--- config.mk ---
export PLATFORM = sky130hd
export DESIGN_NAME = polar_to_rect
export DESIGN_NICKNAME = d
export VERILOG_FILES = /design/src/rtl/polar_to_rect.sv
export SDC_FILE = /design/constraint.sdc
export NUM_CORES = 2
export LEC_CHECK = 0
export BUFFER_PORTS_ARGS = -buffer_cell sky130_fd_sc_hd__buf_2
export CORE_AREA = 2 2 305 307
export CTS_CLUSTER_DIAMETER = 80
export CTS_CLUSTER_SIZE = 10
export DETAILED_ROUTE_END_ITERATION = 7
export DIE_AREA = 0 0 307 309
export PLACE_DENSITY = 0.73
export SYNTH_ARGS = -nofsm -noshare
export SYNTH_HDL_FRONTEND = slang
export SYNTH_SLANG_ARGS = --single-unit
--- constraint.sdc ---
create_clock -name clock -period 8.2 [get_ports clock]
set_clock_uncertainty 0.15 [all_clocks]
set_input_delay 1.23 -clock clock [delete_from_list [all_inputs] [get_ports clock]]
set_output_delay 1.23 -clock clock [all_outputs]
set_load 0.02 [all_outputs]
--- src/rtl/polar_to_rect.sv ---
// Iterative CORDIC polar-to-rectangular converter.
// Q16.16 modulus plus binary angle in, signed Q16.16 {re, im} out.
module polar_to_rect #(
  parameter int ITERATIONS = 32,
  parameter int GUARD      = 4
) (
  input  logic        clock,
  input  logic        reset,
  input  logic        start,
  input  logic [63:0] inP,
  output logic [63:0] outRI,
  output logic        done,
  output logic        busy,
  output logic        err
);

  localparam int W = 36 + GUARD;
  localparam logic [31:0] K_GAIN = 32'h4DBA_76D4;
  localparam logic signed [W-1:0] HALF = W'(1) << (GUARD - 1);
  localparam logic signed [W-1:0] MAXV = W'(32'h7FFF_FFFF);

  typedef enum logic [1:0] {IDLE, SCALE, ITER, FINISH} state_t;

  state_t state, state_nx;

  logic [63:0]          op_q;
  logic [4:0]           iter_q;
  logic                 flip_q;
  logic signed [W-1:0]  x_q, y_q;
  logic signed [31:0]   z_q;

  logic [31:0]          mod, ang;
  logic                 fold;
  logic [W-1:0]         x_init;
  logic signed [31:0]   atan_v;
  logic signed [W-1:0]  xs, ys;
  logic                 dpos;

  function automatic logic [31:0] atan_lut(input logic [4:0] i);
    logic [31:0] v;
    v = '0;
    unique case (i)
      5'd0:  v = 32'h2000_0000;
      5'd1:  v = 32'h12E4_051E;
      5'd2:  v = 32'h09FB_385B;
      5'd3:  v = 32'h0511_11D4;
      5'd4:  v = 32'h028B_0D43;
      5'd5:  v = 32'h0145_D7E1;
      5'd6:  v = 32'h00A2_F61E;
      5'd7:  v = 32'h0051_7C55;
      5'd8:  v = 32'h0028_BE53;
      5'd9:  v = 32'h0014_5F2F;
      5'd10: v = 32'h000A_2F98;
      5'd11: v = 32'h0005_17CC;
      5'd12: v = 32'h0002_8BE6;
      5'd13: v = 32'h0001_45F3;
      5'd14: v = 32'h0000_A2FA;
      5'd15: v = 32'h0000_517D;
      5'd16: v = 32'h0000_28BE;
      5'd17: v = 32'h0000_145F;
      5'd18: v = 32'h0000_0A30;
      5'd19: v = 32'h0000_0518;
      5'd20: v = 32'h0000_028C;
      5'd21: v = 32'h0000_0146;
      5'd22: v = 32'h0000_00A3;
      5'd23: v = 32'h0000_0051;
      5'd24: v = 32'h0000_0029;
      5'd25: v = 32'h0000_0014;
      5'd26: v = 32'h0000_000A;
      5'd27: v = 32'h0000_0005;
      5'd28: v = 32'h0000_0003;
      5'd29: v = 32'h0000_0001;
      5'd30: v = 32'h0000_0001;
      5'd31: v = 32'h0000_0000;
    endcase
    return v;
  endfunction

  // Undo the quadrant fold, drop guard bits (half-up) and clamp symmetric.
  function automatic logic [31:0] finish_comp(
    input logic signed [W-1:0] v,
    input logic                neg
  );
    logic signed [W-1:0] s, r;
    s = neg ? -v : v;
    r = (s + HALF) >>> GUARD;
    if (r > MAXV)
      return 32'h7FFF_FFFF;
    else if (r < -MAXV)
      return 32'h8000_0001;
    else
      return r[31:0];
  endfunction

  assign mod    = op_q[63:32];
  assign ang    = op_q[31:0];
  assign busy   = (state != IDLE);
  assign fold   = (ang[31] ^ ang[30]) && (ang != 32'h4000_0000);
  assign x_init = W'(({32'd0, mod} * {32'd0, K_GAIN}) >> (31 - GUARD));
  assign atan_v = atan_lut(iter_q);
  assign xs     = x_q >>> iter_q;
  assign ys     = y_q >>> iter_q;
  assign dpos   = ~z_q[31];

  always_comb begin
    state_nx = state;
    unique case (state)
      IDLE:    if (start) state_nx = SCALE;
      SCALE:   state_nx = ITER;
      ITER:    if (iter_q == 5'(ITERATIONS - 1)) state_nx = FINISH;
      FINISH:  state_nx = IDLE;
      default: state_nx = IDLE;
    endcase
  end

  always_ff @(posedge clock) begin
    if (reset) begin
      state  <= IDLE;
      op_q   <= '0;
      iter_q <= '0;
      flip_q <= 1'b0;
      x_q    <= '0;
      y_q    <= '0;
      z_q    <= '0;
      outRI  <= '0;
      done   <= 1'b0;
      err    <= 1'b0;
    end else begin
      state <= state_nx;
      done  <= 1'b0;
      unique case (state)
        IDLE: begin
          if (start) begin
            op_q <= inP;
            err  <= 1'b0;
          end
        end
        SCALE: begin
          x_q    <= x_init;
          y_q    <= '0;
          z_q    <= fold ? ang + 32'h8000_0000 : ang;
          flip_q <= fold;
          iter_q <= '0;
        end
        ITER: begin
          x_q    <= dpos ? x_q - ys : x_q + ys;
          y_q    <= dpos ? y_q + xs : y_q - xs;
          z_q    <= dpos ? z_q - atan_v : z_q + atan_v;
          iter_q <= iter_q + 5'd1;
        end
        FINISH: begin
          done <= 1'b1;
          if (mod[31]) begin
            outRI <= '0;
            err   <= 1'b1;
          end else begin
            outRI <= {finish_comp(x_q, flip_q), finish_comp(y_q, flip_q)};
            err   <= 1'b0;
          end
        end
        default: ;
      endcase
    end
  end

endmodule

# Word level (Yosys, flattened, before mapping)
# Memories as Yosys holds them, arrays and structs flattened. A register that Yosys moved wholly into a read port is not among the register bits.
# Index checks and enable logic that the tools add are counted.
[totals]
ff_bits = 250
rom_bits = 960
inputBits = 67
out_inout_bits = 67
wordCells = 70
n_memories = 1
[op_classes]
addsub = 12
n_mul = 1
order_cmp = 4
n_eq_ne = 7
shifts = 2
muxes = 24
n_bitwise = 1
reduce_logical = 8
[mem_list]
columns = ["name", "depth", "word_bits", "read_ports", "rd_ports_with_merged_regs", "write_ports", "line_no", "rtl"]
rows = [
  ["(name not given)", 32, 30, 1, 1, 0, "42", "unique case (i)"],
]
[op_table]
columns = ["cell", "count"]
rows = [
  ["32-bit two-way mux", 6],
  ["40-bit two-way mux", 4],
  ["40-bit one-hot mux with 2 select lines", 2],
  ["40-bit adder", 2],
  ["40-bit by 5-bit adder with 40-bit output, second input constant", 2],
  ["40-bit negator", 2],
  ["40-bit by 5-bit >>> shifter with 40-bit output", 2],
  ["40-bit subtractor", 2],
  ["36-bit by 32-bit greater-than comparator with 1-bit output, second input constant", 2],
  ["36-bit by 32-bit < comparator with 1-bit output, second input constant", 2],
  ["64-bit two-way mux", 1],
  ["32-bit one-hot mux with 2 select lines", 1],
  ["32-bit by 29-bit multiplier with 61-bit output, second input constant", 1],
  ["32-bit adder", 1],
  ["32-bit adder, second input constant", 1],
  ["32-bit by 31-bit inequality test with 1-bit output, second input constant", 1],
  ["32-bit subtractor", 1],
  ["5-bit two-way mux", 2],
  ["5-bit one-hot mux with 2 select lines", 1],
  ["2-bit one-hot mux with 4 select lines", 1],
  ["2-bit AND reduction", 3],
  ["2-bit nonzero test", 3],
  ["5-bit by 1-bit adder with 5-bit output, second input constant", 1],
  ["5-bit equality test, second input constant", 1],
  ["9 further kinds", 14],
]

# Depth between registers and ports, before layout
[depth]
depth_word = 7
ltp_mapped = 31
mapped_depth_nobuf = 27

# Least setup slack after synthesis
# OpenSTA, ideal clock, no wires.
[synth_timing]
path_kind = "register to register"
start = "register op_q[38]"
end = "register x_q[35]"
setup_time_ps = 128
arrival_time_ps = 7418
required_ps = 7922
setup_slack_ps = 504
stages_incl_launch_ff = 27
path_buffers = 0
cell_sequence = "dfxtp_1 -> inv_1 -> fa_1 -> fa_1 -> inv_1 -> fa_1 -> inv_1 -> fa_1 -> inv_1 -> fa_1 -> fa_1 -> fa_1 -> inv_1 -> fa_1 -> inv_1 -> ha_1 -> a21o_1 -> a21o_1 -> a21o_1 -> a2111oi_0 -> o31ai_1 -> a21oi_1 -> a211oi_1 -> o21ai_0 -> nand2b_1 -> o41ai_1 -> nor3b_1"
[synth_via]
elab_chain_len = 2
[synth_rtl]
columns = ["item", "line_no", "rtl"]
rows = [
  ["start: declaration", "26", "logic [63:0] op_q;"],
  ["start signal: assignment", "134", "op_q <= inP;"],
  ["32-bit by 29-bit multiplier with 61-bit output", "99", "assign x_init = W'(({32'd0, mod} * {32'd0, K_GAIN}) >> (31 - GUARD));"],
  ["40-bit one-hot mux with 2 select lines", "131", "unique case (state)"],
  ["end signal: assignment", "139", "x_q <= x_init;"],
  ["end signal: assignment", "146", "x_q <= dpos ? x_q - ys : x_q + ys;"],
  ["end: declaration", "29", "logic signed [W-1:0] x_q, y_q;"],
]
# No other way between the ends.
# A chain may end at the register's enable or synchronous reset.

# Worst setup path after layout
[layout_timing]
start = "register op_q[44]"
end = "register x_q[34]"
# Same word-level chain as after synthesis.

==> reports/metrics.json <==
{
  "route": {
    "dr.first_iter.drc_count": 4529,
    "detail_route.wl_per_cell_um": 21.7,
    "route.antenna.remaining_nets": 0,
    "routed-via-count": 42100,
    "viasPerCell": 6.16,
    "drc_errors": 0,
    "dr.pass1.iters": 7,
    "routed_wl_um": 148000
  },
  "die": {
    "core_region_um2": 91400,
    "dieHeight_um": 309,
    "count_of_standard_cell_rows": 111,
    "die-area_um2": 94900,
    "design.portCount": 134,
    "dieWidth_um": 307,
    "start_util_pct": 51.6
  },
  "cts": {
    "cts.sinks": 280,
    "post_cts_hold_buffer_count": 0,
    "clk_pin_slew_worst_paths_ns": 0.06,
    "cts_buffer_depth": 3,
    "ctsRootBufferMaster": "clkbuf_16",
    "worstSkewPairLatency_ns": 0.63,
    "cts_tree": "yes",
    "cts-htree-levels": 2,
    "tritoncts.num_buffers": 41
  },
  "setup_path": {
    "worst_r2r_endpoint": "x_q[34]$_SDFFE_PP0N_",
    "timing.critical_path.mode_cell": "fa_1",
    "worst_ep_arrival_time_ns": 8.20,
    "timing.critical_path.required_ns": 8.56,
    "path_class": "reg -> reg",
    "cp_max_fo": 6,
    "critical_path.startpoint_type": "flip-flop",
    "critPathSlowestCell": "fa_1",
    "regToRegSetupSlack_ns": 0.36,
    "worst_r2r_startpoint": "op_q[44]$_SDFFE_PP0P_",
    "cp-end-kind": "flip-flop",
    "r2r_cells": 28,
    "worst_path_largest_cell_delay_ns": 0.55
  },
  "placed_design": {
    "port-buffer-count": 133,
    "dp_hpwl_um": 118000,
    "gp_routability_congestion": 1.01
  },
  "finish": {
    "sequential_cell_area_um2": 5630,
    "post_route_cells_drive_above_1_share_pct": 10.1,
    "nFillCells": 8350,
    "num-nets-final": 6628,
    "multi_input_area_um2": 37300,
    "areaGrowthSynthToFinish_pct": 7.10,
    "final_core_utilization_pct": 55.2
  },
  "logic_synthesis": {
    "synth_edf_count": 0,
    "synth_seq_area_share_pct": 11.9,
    "async_reset_ff_share_pct": 0,
    "synthesis.nets": 6636,
    "synthFlopType": "dfxtp_1",
    "post_synth.cell_area_avg_um2": 8.38,
    "synthesized_cell_area_um2": 47100,
    "yosysWarningCount": 0,
    "yosys_register_bits": 280,
    "yosysUniqueCellTypes": 107,
    "syn-instance-count": 5627
  },
  "worst_hold_path": {
    "min_to": "outRI[0]$_SDFFE_PP0P_",
    "hold_start": "outRI[0]$_SDFFE_PP0P_",
    "worst_min_path_class": "reg -> reg",
    "whs_path_depth": 2
  },
  "timing": {
    "drv_slew": 0,
    "final.period_utilization_pct": 95.6,
    "worst_pin_slew_ns": 1.15,
    "final.min_clock_period_ns": 7.84,
    "setup_total_negative_slack_ns": 0,
    "timing.slew.headroom_pct": 23.3,
    "final_hold_viol_count": 0,
    "setup_violators_final": 0,
    "clock.fmax_mhz": 128
  },
  "grt": {
    "track_usage_pct": 31.1,
    "grt_pass1_vias": 40900,
    "first_pass_grt_wire_length_um": 232000,
    "grt_start_max_net_pins": 85,
    "gr-total-overflow": 0,
    "initial_antenna_violation_count": 3
  },
  "run_status": {
    "outcome": "complete, no violations"
  },
  "flow_run": {
    "maxCapViolCount": 0
  }
}
-- stage by stage --
stage | std cells | setup slack, ns | area [um^2] | hold WS [ns]
after floorplan | 5627 | 0.504 | 47100 | 0.286
after global placement | 6758 | 0.0156 | 49100 | 0.290
after detailed placement | 6758 | -0.0653 | 49100 | 0.295
after CTS | 6821 | 0.123 | 50400 | 0.302
after global routing | 6826 | -0.0198 | 50500 | 0.332
final | 6827 | 0.361 | 50500 | 0.301
-- sequential cells by signal (all words and copies together) (netlist names), 2 cells and up --
register  flops
outRI        64
state         2
op_q         64
iter_q        5
z_q          32
x_q          40
atan_v       30
y_q          40
-- cell usage in the layout, fill, tap and decap left out, types with 80 or more instances in the layout --
| master | count |
|---|---|
| a211oi_1 | 80 |
| a21o_1 | 82 |
| a21oi_1 | 359 |
| buf_2 | 132 |
| buf_4 | 128 |
| dfxtp_1 | 268 |
| fa_1 | 460 |
| ha_1 | 480 |
| inv_1 | 793 |
| mux2i_1 | 88 |
| mux4_2 | 97 |
| nand2_1 | 493 |
| nand3_1 | 94 |
| nor2_1 | 392 |
| nor3_1 | 85 |
| o21ai_0 | 200 |
| xnor2_1 | 200 |
| xor2_1 | 140 |
-- final cells by class --
cell class / count / share of cell area (%)
multi-input combinational: 4230 / 74.0
tap: 1186 / 2.94
inverter: 802 / 5.97
clock buffer: 46 / 2.11
antenna: 2 / 0.00992
sequential: 280 / 11.2
clock inverter: 17 / 0.518
timing repair buffer: 264 / 3.34
-- kinds of logic after synthesis --
family	count (synthesis)	share of synthesized area, %
AO/OA/AOI/OAI	1250	17.7
XOR/XNOR	342	6.39
adder cells (fa/ha/maj)	942	32.3
buffers and inverters	1117	9.10
flip-flops	280	11.9
multiplexers	237	7.75
AND/OR/NAND/NOR	1459	14.8
-- worst max-delay path by stage --
stage,startpoint,end,cells after the start
2_1_floorplan,op_q[38]$_SDFFE_PP0P_,x_q[35]$_SDFFE_PP0N_,26
3_3_place_gp,op_q[43]$_SDFFE_PP0P_,x_q[34]$_SDFFE_PP0N_,27
5_1_grt,op_q[44]$_SDFFE_PP0P_,x_q[30]$_SDFFE_PP0N_,29
3_5_place_dp,op_q[43]$_SDFFE_PP0P_,x_q[34]$_SDFFE_PP0N_,27
6_report,op_q[44]$_SDFFE_PP0P_,x_q[34]$_SDFFE_PP0N_,28
4_1_cts,op_q[43]$_SDFFE_PP0P_,x_q[34]$_SDFFE_PP0N_,25
-- critical path: cells and delay by family (launching register included) --
family / cells / cell delay, ns
adders and majority gates: 9 / 4.49
AOI/OAI and AO/OA: 8 / 1.58
buffers and inverters: 8 / 0.78
DFF: 1 / 0.35
and+or+nand+nor: 2 / 0.29
muxes: 1 / 0.09
-- synthesized netlist by cell type (81+ instances only) --
master	instances	area (um^2)
nor2_1	394	1480
a21o_1	82	616
a211oi_1	81	608
ha_1	482	6030
mux2i_1	88	881
mux4_2	97	2180
a21oi_1	361	1810
xor2_1	140	1230
clkbuf_1	227	852
dfxtp_1	280	5610
nand3_1	94	470
nor3_1	85	425
fa_1	460	9210
nand2_1	494	1850
o21ai_0	201	1010
inv_1	795	2980
xnor2_1	200	1750
-- layer usage --
| layer | global-route usage, % | vias to the layer above | wire, um |
|---|---|---|---|
| met5 | 0 | - | 0 |
| met4 | 11.5 | 0 | 6060 |
| met3 | 4.83 | 326 | 12000 |
| met2 | 50.1 | 1890 | 67100 |
| met1 | 42.3 | 20400 | 62700 |
| li1 | - | 19400 | - |
-- what timing repair did --
action | CTS | global route
buffers inserted | 0 | 3
gates resized for setup | 1 | 16
hold endpoints to repair | 0 | 0
endpoints found under the setup margin | 1 | 18
pin swaps | 0 | 2
Power is left out: the tool's default activity adds up to more than one toggle a clock period on the data nets, which glitch-free logic cannot reach.
